File: src/rtl/dcache_coh_ctrl_pkg.sv
// Shared types and constants for the coherent data-cache controller:
// line coherence states, controller FSM states and bus encodings.
package dcache_coh_ctrl_pkg;
    localparam int NUM_LINES = 4;
    localparam int IDX_W     = 2;
    localparam int TAG_W     = 3;
    localparam int ADDR_W    = 5;
    localparam int DATA_W    = 16;

    typedef enum logic [1:0] {
        INV = 2'b00,
        SHR = 2'b01,
        MOD = 2'b10
    } coh_state_t;

    typedef enum logic [2:0] {
        IDLE,
        WB,
        MISS_REQ,
        MISS_WAIT,
        FILL
    } ctrl_state_t;

    localparam logic [1:0] WMS_INV    = 2'b01;
    localparam logic [1:0] WMS_SHARED = 2'b10;
endpackage

File: src/rtl/dcache_coh_ctrl_if.sv
// Bus-side signals of the cache controller: miss requests, grant, fill,
// victim writeback and snoop lookup. master = controller, slave = bus.
interface dcache_coh_ctrl_if;
    import dcache_coh_ctrl_pkg::*;

    logic                read_miss;
    logic                write_miss;
    logic [1:0]          write_miss_state;
    logic [ADDR_W-1:0]   tag_in;
    logic                bus_grant;
    logic                bus_owner;
    logic                fill_valid;
    logic [DATA_W-1:0]   fill_data;
    logic                wb_req;
    logic                wb_ack;
    logic [DATA_W-1:0]   wb_data;
    logic                snoop_search;
    logic                snoop_inv;
    logic [ADDR_W-1:0]   snoop_tag;
    logic                search_found;
    logic [DATA_W-1:0]   snoop_data;

    modport master (
        output read_miss, write_miss, write_miss_state, tag_in, wb_req, wb_data,
               search_found, snoop_data,
        input  bus_grant, bus_owner, fill_valid, fill_data, wb_ack,
               snoop_search, snoop_inv, snoop_tag
    );

    modport slave (
        input  read_miss, write_miss, write_miss_state, tag_in, wb_req, wb_data,
               search_found, snoop_data,
        output bus_grant, bus_owner, fill_valid, fill_data, wb_ack,
               snoop_search, snoop_inv, snoop_tag
    );
endinterface

File: src/rtl/dcache_line_array.sv
// Four-entry direct-mapped line store with a combinational local read/write
// port and a snoop port that can downgrade (M->S) or invalidate a line.
module dcache_line_array
    import dcache_coh_ctrl_pkg::*;
(
    input  logic              clk,
    input  logic              rst,
    input  logic [IDX_W-1:0]  i_idx,
    output coh_state_t        o_state,
    output logic [TAG_W-1:0]  o_tag,
    output logic [DATA_W-1:0] o_data,
    input  logic              i_we,
    input  coh_state_t        i_wstate,
    input  logic [TAG_W-1:0]  i_wtag,
    input  logic [DATA_W-1:0] i_wdata,
    input  logic              i_snp_search,
    input  logic              i_snp_inv,
    input  logic [ADDR_W-1:0] i_snp_addr,
    output logic              o_snp_hit,
    output logic [DATA_W-1:0] o_snp_data
);
    coh_state_t        r_state [NUM_LINES];
    logic [TAG_W-1:0]  r_tag   [NUM_LINES];
    logic [DATA_W-1:0] r_data  [NUM_LINES];

    logic [IDX_W-1:0]     w_snp_idx;
    logic [NUM_LINES-1:0] w_wr_sel, w_inv_sel, w_dgr_sel;

    assign o_state    = r_state[i_idx];
    assign o_tag      = r_tag[i_idx];
    assign o_data     = r_data[i_idx];
    assign w_snp_idx  = i_snp_addr[IDX_W-1:0];
    assign o_snp_hit  = (r_state[w_snp_idx] != INV) &&
                        (r_tag[w_snp_idx] == i_snp_addr[ADDR_W-1:IDX_W]);
    assign o_snp_data = r_data[w_snp_idx];

    generate
        for (genvar gi = 0; gi < NUM_LINES; gi++) begin : g_sel
            assign w_wr_sel[gi]  = i_we && (i_idx == IDX_W'(gi));
            assign w_inv_sel[gi] = i_snp_inv && o_snp_hit && (w_snp_idx == IDX_W'(gi));
            assign w_dgr_sel[gi] = i_snp_search && o_snp_hit && (w_snp_idx == IDX_W'(gi)) &&
                                   (r_state[gi] == MOD);
        end
    endgenerate

    // The controller withholds conflicting local writes, so a local write here always wins.
    always_ff @(posedge clk) begin
        for (int i = 0; i < NUM_LINES; i++) begin
            if (rst) begin
                r_state[i] <= INV;
                r_tag[i]   <= '0;
                r_data[i]  <= '0;
            end else if (w_wr_sel[i]) begin
                r_state[i] <= i_wstate;
                r_tag[i]   <= i_wtag;
                r_data[i]  <= i_wdata;
            end else if (w_inv_sel[i]) begin
                r_state[i] <= INV;
            end else if (w_dgr_sel[i]) begin
                r_state[i] <= SHR;
            end
        end
    end
endmodule

File: src/rtl/dcache_coh_ctrl.sv
// MSI data-cache controller for one core: hit service, victim writeback,
// bus miss/upgrade requests, line fill and snoop response.
module dcache_coh_ctrl
    import dcache_coh_ctrl_pkg::*;
#(
    parameter bit CORE_ID = 1'b0
) (
    input  logic              clk,
    input  logic              rst,
    input  logic              cpu_rd,
    input  logic              cpu_wr,
    input  logic [ADDR_W-1:0] cpu_addr,
    input  logic [DATA_W-1:0] cpu_wdata,
    output logic [DATA_W-1:0] cpu_rdata,
    output logic              stall,
    dcache_coh_ctrl_if.master bus
);
    ctrl_state_t       r_state, w_state_next;
    logic [DATA_W-1:0] r_fill_data;

    coh_state_t        w_line_state, w_arr_state;
    logic [TAG_W-1:0]  w_line_tag, w_arr_tag, w_tag;
    logic [DATA_W-1:0] w_line_data, w_arr_data, w_snp_data;
    logic [IDX_W-1:0]  w_idx;
    logic              w_arr_we, w_snp_hit, w_snp_same, w_tag_hit, w_wr_conflict, w_upgrade;

    assign w_idx      = cpu_addr[IDX_W-1:0];
    assign w_tag      = cpu_addr[ADDR_W-1:IDX_W];
    assign w_tag_hit  = (w_line_state != INV) && (w_line_tag == w_tag);
    assign w_snp_same = w_snp_hit && (bus.snoop_tag[IDX_W-1:0] == w_idx);
    // A snoop touching the line we want to write takes precedence; the store waits.
    assign w_wr_conflict = w_tag_hit && w_snp_same &&
                           (bus.snoop_inv || (bus.snoop_search && w_line_state == MOD));
    assign w_upgrade  = w_tag_hit && (w_line_state == SHR) && !(bus.snoop_inv && w_snp_same);

    dcache_line_array u_lines (
        .clk          (clk),
        .rst          (rst),
        .i_idx        (w_idx),
        .o_state      (w_line_state),
        .o_tag        (w_line_tag),
        .o_data       (w_line_data),
        .i_we         (w_arr_we),
        .i_wstate     (w_arr_state),
        .i_wtag       (w_arr_tag),
        .i_wdata      (w_arr_data),
        .i_snp_search (bus.snoop_search),
        .i_snp_inv    (bus.snoop_inv),
        .i_snp_addr   (bus.snoop_tag),
        .o_snp_hit    (w_snp_hit),
        .o_snp_data   (w_snp_data)
    );

    always_ff @(posedge clk) begin
        if (rst) begin
            r_state     <= IDLE;
            r_fill_data <= '0;
        end else begin
            r_state <= w_state_next;
            if (r_state == MISS_WAIT && bus.fill_valid) begin
                r_fill_data <= bus.fill_data;
            end
        end
    end

    always_comb begin
        w_state_next         = r_state;
        stall                = 1'b0;
        cpu_rdata            = '0;
        bus.read_miss        = 1'b0;
        bus.write_miss       = 1'b0;
        bus.write_miss_state = 2'b00;
        bus.tag_in           = '0;
        bus.wb_req           = 1'b0;
        bus.wb_data          = '0;
        bus.search_found     = bus.snoop_search && w_snp_hit;
        bus.snoop_data       = bus.search_found ? w_snp_data : '0;
        w_arr_we             = 1'b0;
        w_arr_state          = INV;
        w_arr_tag            = w_line_tag;
        w_arr_data           = w_line_data;

        case (r_state)
            IDLE: begin
                if (cpu_rd && w_tag_hit) begin
                    cpu_rdata = w_line_data;
                end else if (cpu_wr && w_tag_hit && w_line_state == MOD && !w_wr_conflict) begin
                    w_arr_we    = 1'b1;
                    w_arr_state = MOD;
                    w_arr_data  = cpu_wdata;
                end else if (cpu_rd || cpu_wr) begin
                    stall = 1'b1;
                    if (!(cpu_wr && w_wr_conflict)) begin
                        w_state_next = (!w_tag_hit && w_line_state == MOD) ? WB : MISS_REQ;
                    end
                end
            end
            WB: begin
                stall       = 1'b1;
                bus.wb_req  = 1'b1;
                bus.tag_in  = {w_line_tag, w_idx};
                bus.wb_data = w_line_data;
                if (bus.wb_ack) begin
                    w_arr_we     = 1'b1;
                    w_arr_state  = INV;
                    w_state_next = MISS_REQ;
                end
            end
            MISS_REQ: begin
                stall      = 1'b1;
                bus.tag_in = cpu_addr;
                if (cpu_wr) begin
                    bus.write_miss       = 1'b1;
                    bus.write_miss_state = w_upgrade ? WMS_SHARED : WMS_INV;
                end else begin
                    bus.read_miss = 1'b1;
                end
                if (bus.bus_grant && bus.bus_owner == CORE_ID) begin
                    w_state_next = (cpu_wr && w_upgrade) ? FILL : MISS_WAIT;
                end
            end
            MISS_WAIT: begin
                stall = 1'b1;
                if (bus.fill_valid) begin
                    w_state_next = FILL;
                end
            end
            FILL: begin
                w_arr_we     = 1'b1;
                w_arr_tag    = w_tag;
                w_state_next = IDLE;
                if (cpu_wr) begin
                    w_arr_state = MOD;
                    w_arr_data  = cpu_wdata;
                end else begin
                    w_arr_state = SHR;
                    w_arr_data  = r_fill_data;
                    cpu_rdata   = r_fill_data;
                end
            end
            default: w_state_next = IDLE;
        endcase

        // Outputs read as idle while reset is held.
        if (rst) begin
            stall                = 1'b0;
            cpu_rdata            = '0;
            bus.read_miss        = 1'b0;
            bus.write_miss       = 1'b0;
            bus.write_miss_state = 2'b00;
            bus.tag_in           = '0;
            bus.wb_req           = 1'b0;
            bus.wb_data          = '0;
            bus.search_found     = 1'b0;
            bus.snoop_data       = '0;
        end
    end
endmodule

File: src/flat_wrapper.sv
// flat-port wrapper written by rule: the top's interface ports become plain ports
module dcache_coh_ctrl_flat import dcache_coh_ctrl_pkg::*;
#(
    parameter bit CORE_ID = 1'b0
)
  (clk, rst, cpu_rd, cpu_wr, cpu_addr, cpu_wdata, cpu_rdata, stall, bus_read_miss, bus_write_miss, bus_write_miss_state, bus_tag_in, bus_wb_req, bus_wb_data, bus_search_found, bus_snoop_data, bus_bus_grant, bus_bus_owner, bus_fill_valid, bus_fill_data, bus_wb_ack, bus_snoop_search, bus_snoop_inv, bus_snoop_tag);
  dcache_coh_ctrl_if bus_i ();
  input  logic clk;
  input  logic rst;
  input  logic cpu_rd;
  input  logic cpu_wr;
  input  logic [ADDR_W-1:0] cpu_addr;
  input  logic [DATA_W-1:0] cpu_wdata;
  output logic [DATA_W-1:0] cpu_rdata;
  output logic stall;
  output wire logic [$bits(bus_i.read_miss)-1:0] bus_read_miss;
  output wire logic [$bits(bus_i.write_miss)-1:0] bus_write_miss;
  output wire logic [$bits(bus_i.write_miss_state)-1:0] bus_write_miss_state;
  output wire logic [$bits(bus_i.tag_in)-1:0] bus_tag_in;
  output wire logic [$bits(bus_i.wb_req)-1:0] bus_wb_req;
  output wire logic [$bits(bus_i.wb_data)-1:0] bus_wb_data;
  output wire logic [$bits(bus_i.search_found)-1:0] bus_search_found;
  output wire logic [$bits(bus_i.snoop_data)-1:0] bus_snoop_data;
  input wire logic [$bits(bus_i.bus_grant)-1:0] bus_bus_grant;
  input wire logic [$bits(bus_i.bus_owner)-1:0] bus_bus_owner;
  input wire logic [$bits(bus_i.fill_valid)-1:0] bus_fill_valid;
  input wire logic [$bits(bus_i.fill_data)-1:0] bus_fill_data;
  input wire logic [$bits(bus_i.wb_ack)-1:0] bus_wb_ack;
  input wire logic [$bits(bus_i.snoop_search)-1:0] bus_snoop_search;
  input wire logic [$bits(bus_i.snoop_inv)-1:0] bus_snoop_inv;
  input wire logic [$bits(bus_i.snoop_tag)-1:0] bus_snoop_tag;
  assign bus_read_miss = bus_i.read_miss;
  assign bus_write_miss = bus_i.write_miss;
  assign bus_write_miss_state = bus_i.write_miss_state;
  assign bus_tag_in = bus_i.tag_in;
  assign bus_wb_req = bus_i.wb_req;
  assign bus_wb_data = bus_i.wb_data;
  assign bus_search_found = bus_i.search_found;
  assign bus_snoop_data = bus_i.snoop_data;
  assign bus_i.bus_grant = bus_bus_grant;
  assign bus_i.bus_owner = bus_bus_owner;
  assign bus_i.fill_valid = bus_fill_valid;
  assign bus_i.fill_data = bus_fill_data;
  assign bus_i.wb_ack = bus_wb_ack;
  assign bus_i.snoop_search = bus_snoop_search;
  assign bus_i.snoop_inv = bus_snoop_inv;
  assign bus_i.snoop_tag = bus_snoop_tag;
  dcache_coh_ctrl #(.CORE_ID(CORE_ID)) u_core (.clk(clk), .rst(rst), .cpu_rd(cpu_rd), .cpu_wr(cpu_wr), .cpu_addr(cpu_addr), .cpu_wdata(cpu_wdata), .cpu_rdata(cpu_rdata), .stall(stall), .bus(bus_i));
endmodule
File: config.mk
export PLATFORM = sky130hd
export DESIGN_NAME = dcache_coh_ctrl_flat
export DESIGN_NICKNAME = d
export VERILOG_FILES = /design/src/rtl/dcache_coh_ctrl_pkg.sv /design/src/rtl/dcache_coh_ctrl_if.sv /design/src/rtl/dcache_line_array.sv /design/src/rtl/dcache_coh_ctrl.sv /design/src/flat_wrapper.sv
export SDC_FILE = /design/constraint.sdc
export NUM_CORES = 1
export LEC_CHECK = 0
export ABC_CLOCK_PERIOD_IN_PS = 4400
export CAP_MARGIN = 25
export CORE_MARGIN = 2
export CORE_UTILIZATION = 35
export CTS_CLUSTER_SIZE = 14
export DETAILED_ROUTE_END_ITERATION = 10
export HOLD_SLACK_MARGIN = 0.03
export PLACE_DENSITY_LB_ADDON = 0.3
export SETUP_SLACK_MARGIN = 0.05
export SLEW_MARGIN = 20
export SYNTH_ARGS = -nofsm -noshare
export SYNTH_HDL_FRONTEND = slang
export SYNTH_SLANG_ARGS = --single-unit
File: constraint.sdc
create_clock -name clk -period 4.4 [get_ports clk]
set_clock_uncertainty 0.15 [all_clocks]
set_input_delay 0.66 -clock clk [delete_from_list [all_inputs] [get_ports clk]]
set_output_delay 0.66 -clock clk [all_outputs]
set_load 0.01 [all_outputs]
After elaboration in Yosys (flattened, before gate mapping)

Memories as Yosys holds them, arrays and structs flattened.
Cells that the tools add are included.
Widths: inputs -> output; s select.

Muxes and demuxes: 121
Reduce and logical (&&, ||, !) cells: 48
Equality and inequality tests: 26
Bitwise gates (word level): 21

Operators with widths:

| kind               | number |
|---|---|
| $mux 16            | 14 |
| $mux 1             | 66 |
| $pmux 16 s2        | 2 |
| $mux 2             | 20 |
| $mux 3             | 13 |
| $logic_and 1x1->1  | 36 |
| $or 1x1->1         | 20 |
| $eq 2x2->1 const B | 9 |
| $pmux 3 s4         | 1 |
| $ne 2x2->1 const B | 5 |
| $pmux 5 s2         | 1 |
| $reduce_and 7->1   | 1 |
| $eq 2x1->1 const B | 3 |
| $eq 3x2->1 const B | 2 |
| $eq 3x3->1         | 2 |
| $mux 5             | 1 |
| $logic_not 2->1    | 2 |
| $ne 2x1->1 const B | 2 |
| $pmux 2 s2         | 1 |
| $reduce_bool 2->1  | 2 |
| $eq 3x1->1 const B | 1 |
| $eq 3x3->1 const B | 1 |
| $logic_not 1->1    | 3 |
| $logic_not 3->1    | 1 |
| 6 further kinds    | 7 |

Memories: 3
Logic and storage cells: 221
Bits in writable memories: 84
Bits in registers: 19

Memory list:

| name                   | words | bits a word | read ports | clocked after memory_dff | wr ports | line                    | text |
|---|---|---|---|---|---|---|---|
| u_core.u_lines.r_data  | 4     | 16          | 2          | 0                        | 4        | dcache_line_array.sv:24 | `logic [DATA_W-1:0] r_data [NUM_LINES];` |
| u_core.u_lines.r_tag   | 4     | 3           | 2          | 0                        | 4        | dcache_line_array.sv:23 | `logic [TAG_W-1:0] r_tag [NUM_LINES];` |
| u_core.u_lines.r_state | 4     | 2           | 6          | 0                        | 4        | dcache_line_array.sv:22 | `coh_state_t r_state [NUM_LINES];` |

Longest topological paths before layout

An unclocked memory read counts as a cell.

Word-level depth: 18
Gate-level depth with buffers: 10
Gate-level depth less buffers: 7

Cells and area by module

A second synthesis with hierarchy kept.

Cell total of the unflattened synthesis: 608
Area total of the unflattened synthesis: 6480.0 um^2

By module, submodules not included:

| module            | area each (um^2) | times used | sequential area each (um^2) | cells an instance |
|---|---|---|---|---|
| dcache_line_array | 4475.5           | 1          | 2522.4                      | 293 |
| dcache_coh_ctrl   | 2004.4           | 1          | 380.4                       | 315 |

Worst setup path after synthesis

OpenSTA, ideal clock, no wires.

Path kind: input-to-reg
Start point: input cpu_addr[0]
End point: memory u_core.u_lines.r_data[2][0] (enable)
Library setup time: 0.376 ns
Arrival: 2.962 ns
Setup slack: 0.913 ns
Cell stages on the path: 8
Path buffers: 2
Required time: 3.874 ns
Cells stage by stage: buf_6 buf_6 mux4_2 nand2b_1 a2111oi_4 a31o_2 nand3b_1 nand2_1

RTL lines:

| element     | line                    | text |
|---|---|---|
| from (decl) | flat_wrapper.sv:12      | `input logic [ADDR_W-1:0] cpu_addr;` |
| to (decl)   | dcache_line_array.sv:24 |  |

Final worst setup path

Start point: input bus_snoop_tag[1]
End point: output bus_snoop_data[1]

Longest elaborated chain between the ends: 6
Elaborated cells between the ends (all ways): 9
Those cells by class: eq/ne: 1; mux: 2; reduce/logical: 3; memory: 3

Ends and longest elaborated chain:

| element                                                | line                                             | text |
|---|---|---|
| from (decl)                                            | flat_wrapper.sv:31                               | `input wire logic [$bits(bus_i.snoop_tag)-1:0] bus_snoop_tag;` |
| $mem_v2 4x3 / $mem_v2 4x2 (equally long branches)      | n/a                                              |  |
| $eq 3x3->1 / $reduce_bool 2->1 (equally long branches) | dcache_line_array.sv:34, dcache_line_array.sv:33 |  |
| $logic_and 1x1->1                                      | dcache_line_array.sv:33                          | `assign o_snp_hit = (r_state[w_snp_idx] != INV) &&` |
| $logic_and 1x1->1                                      | dcache_coh_ctrl.sv:76                            | `bus.search_found = bus.snoop_search && w_snp_hit;` |
| $mux 16 (*)                                            | dcache_coh_ctrl.sv:77                            | `bus.snoop_data = bus.search_found ? w_snp_data : '0;` |
| $mux 16 (*)                                            | dcache_coh_ctrl.sv:145                           | `if (rst) begin` |
| to (decl)                                              | flat_wrapper.sv:23                               | `output wire logic [$bits(bus_i.snoop_data)-1:0] bus_snoop_data;` |

Mark *: on every way between the ends. The rest lies on a longest branch, timed or not.

==> impl_metrics.py <==
metrics = {
    "drt": {
        "met1_length_um": 7220,
        "drt_iter0_drc": 440,
        "viasPerCell": 5.65,
        "routed.top_layer": "met4",
        "final_antenna_net_count": 0,
        "wl_met3_um": 1030,
        "drt_first_pass_iters": 5,
        "via_count": 4881,
        "wl_per_cell_um": 20.8,
        "drc_errors": 0,
        "met2_length_um": 9210,
        "wl_um": 18000,
    },
    "synthesis": {
        "synthSimpleGateAreaFrac_pct": 19.0,
        "synth_seq_cells": 103,
        "synth_edf_count": 84,
        "synth_xor_area_share_pct": 1.70,
        "synth_compound_area_share_pct": 10.3,
        "synth.mux.area_fraction_pct": 16.5,
        "ys_async_sr_fraction_pct": 0,
        "yosys_warnings": 0,
        "ys_seq_area_share_pct": 48.7,
        "synth.area.top_cells": "edfxtp_1 42%, mux4_2 16%, nor2_1 6.7%",
        "ys.flop_type": "edfxtp_1",
        "syn_area_per_cell_um2": 11.3,
        "syn_inst": 527,
        "synthAdderAreaFrac_pct": 0,
        "synth.cell_area_mm2": 0.00596,
        "synth_top_family_by_area": "simple AND/OR/NAND/NOR gates",
        "synth_nets": 579,
        "netlist.area_leader.share_pct": 42.4,
        "synth_area_leader_cell": "edfxtp_1",
        "synth_cell_type_count": 49,
    },
    "cells_and_area": {
        "drive_gt1_share_pct": 16.3,
        "syn2layout_area_growth_pct": 29.5,
        "nets": 691,
        "final_area_mm2": 0.00771,
        "diodes": 0,
    },
    "floorplan": {
        "io_pins": 112,
        "coreArea_mm2": 0.0166,
        "die_y_um": 134,
        "start_util_pct": 35.9,
        "die_area_mm2": 0.0181,
        "row_count": 47,
        "die_w_um": 134,
    },
    "sta": {
        "tns_ns": 0,
        "max-slew-margin-rel_pct": 39.6,
        "setup_viol": 0,
        "fin_crit_ns": 4.09,
        "worst_slew_pin_slew_ns": 0.904,
        "fin_crit_sh_pct": 92.9,
        "rsz0062_at_grt": "no",
        "slew_violations": 0,
        "final-hold-violation-count": 0,
        "hold-worst-slack_ns": 0.325,
        "max_freq_mhz": 245,
    },
    "global_routing": {
        "gr-usage-all-layers_pct": 20.0,
        "grt_pass1_vias": 4846,
        "globalRouteOverflowTotal": 0,
        "antenna_found_initial": 0,
        "grt_max_degree": 26,
        "grt_pass1_wl_um": 27400,
    },
    "critical_path": {
        "crit_buf_inv": 3,
        "end_kind": "primary output",
        "slowest_stage": "clkdlybuf4s50_1",
        "crit_path_cell_trace": "dlygate4sd2_1 > mux4_2 > xor2_1 > nor4_4 > nand3_1 > buf_4 > nor2b_1 > clkdlybuf4s50_1",
        "path_class": "in -> out",
        "start_kind": "input pin",
        "cp.required_ns": 3.59,
        "cpPeakStageDelay_ns": 0.57,
        "crit_family": "buffers and inverters",
        "arrival_ns": 3.28,
        "cp_max_fo": 17,
    },
    "placed_design": {
        "place.gp.congestion": 0.842,
        "dp_hpwl_um": 12600,
        "place_area_mm2": 0.00739,
        "io_buffer_count": 111,
    },
    "hold_path": {
        "min_path_type": "reg -> reg",
    },
    "power_and_ir_drop": {
        "p_per_area_mw_per_mm2": 307,
        "p_total_w": 0.00237,
        "ir_drop_uv": 201,
        "leakage_nw": 2.62,
    },
    "clock_tree": {
        "clk_pin_slew_ns": 0.07,
        "cts_setup_buffers": 0,
        "cts_buffers": 9,
        "insertion_delay_ns": 0.35,
        "cts.sinks": 103,
        "htreeDepth": 3,
        "cts_tree": "done",
        "cts_root_buffer": "clkbuf_16",
        "clockBufferDepth": 2,
    },
    "status": {
        "run_status": "complete, no violations",
    },
    "job": {
        "drv_cap": 0,
    },
}
## per-layer routing
metal,GRT usage (%),up-vias
met1,25.5,2431
met3,3.17,32
met2,33.9,211
li1,-,2207
met4,8.83,0
met5,0,-
## sequential cells by signal, indices dropped and copies added (netlist names)
signal / cells
u_core.u_lines.r_tag: 12
u_core.u_lines.r_state: 8
u_core.r_fill_data: 16
u_core.u_lines.r_data: 64
u_core.r_state: 3
## synth_stat cells (4+ instances only)
cell type / count
nor2_1: 107
edfxtp_1: 84
nand2_1: 46
mux4_2: 41
clkbuf_1: 32
nor2b_1: 23
and2_1: 22
a21oi_1: 21
dfxtp_1: 19
a222oi_1: 16
a22oi_1: 16
inv_1: 7
nor3_1: 7
mux2i_1: 6
nand3_1: 6
nand4_1: 5
xor2_1: 5
a31oi_1: 4
buf_1: 4
buf_6: 4
nand3b_1: 4
## power by group
part | total [W] | switching [W] | internal, W | leakage, nW
sequential | 0.00114 | 0.0000375 | 0.00110 | 1.02
clock | 0.000783 | 0.000376 | 0.000407 | 0.136
combinational | 0.000451 | 0.000234 | 0.000217 | 1.46
## final timing paths
path / start / to / slack (ns) / cells after the start
setup / recovery: bus_snoop_tag[1] / bus_snoop_data[1] / 0.31 / 8
hold / removal: u_core.r_fill_data[9] / u_core.r_fill_data[9] / 0.33 / 2
setup reg to reg: u_core.u_lines.r_tag[1][0] / u_core.u_lines.r_data[3][10] / 1.02 / 8
hold reg to reg: u_core.r_fill_data[9] / u_core.r_fill_data[9] / 0.33 / 2
## tightest hold or removal path, delay by kind of cell, from the launching register on
kind	cells	cell delay (ns)
flops	1	0.33
simple gates	1	0.05
compound gates	1	0.05
## final cells by class
class | count | area [um^2]
fillers | 1532 | 8870
flip-flops and latches | 103 | 2900
repair buffers | 144 | 1370
clock buffers | 10 | 239
inverters | 7 | 26.3
clock inverters | 6 | 50.0
well taps | 220 | 275
multi-input cells | 374 | 2850
## cell usage in the layout (no fill, tap or decap), types with 7 or more instances in the layout
cell type / Yosys / routed
buf_4: 0 / 29
clkdlybuf4s50_1: 0 / 106
a21oi_1: 21 / 21
inv_1: 7 / 7
edfxtp_1: 84 / 84
nor2_1: 107 / 106
and2_1: 22 / 22
dfxtp_1: 19 / 19
nor2b_1: 23 / 23
nand2_1: 46 / 46
a222oi_1: 16 / 16
mux4_2: 41 / 41
clkbuf_16: 0 / 9
a22oi_1: 16 / 16
## through the flow
| stage | setup WS [ns] | cells | util [%] |
|---|---|---|---|
| floorplan | 0.913 | 527 | - |
| global placement | 0.0310 | 847 | 44.6 |
| detailed placement | 0.0448 | 847 | 44.6 |
| CTS | 0.0895 | 863 | 46.3 |
| global route | 0.149 | 864 | 46.5 |
| finish | 0.314 | 864 | 46.5 |
## cell families after synthesis
family,Yosys count
XOR/XNOR,9
multiplexers,47
AO/OA/AOI/OAI,79
buffers and inverters,50
flip-flops,103
AND/OR/NAND/NOR,239
## what timing repair did
action / 4_1_cts / 5_1_grt
hold endpoints to repair: 0 / 0
resized for setup: 1 / 4
hold buffers: 0 / 0
setup endpoints to repair: 3 / 17
Power figures use the tool's default switching activity.
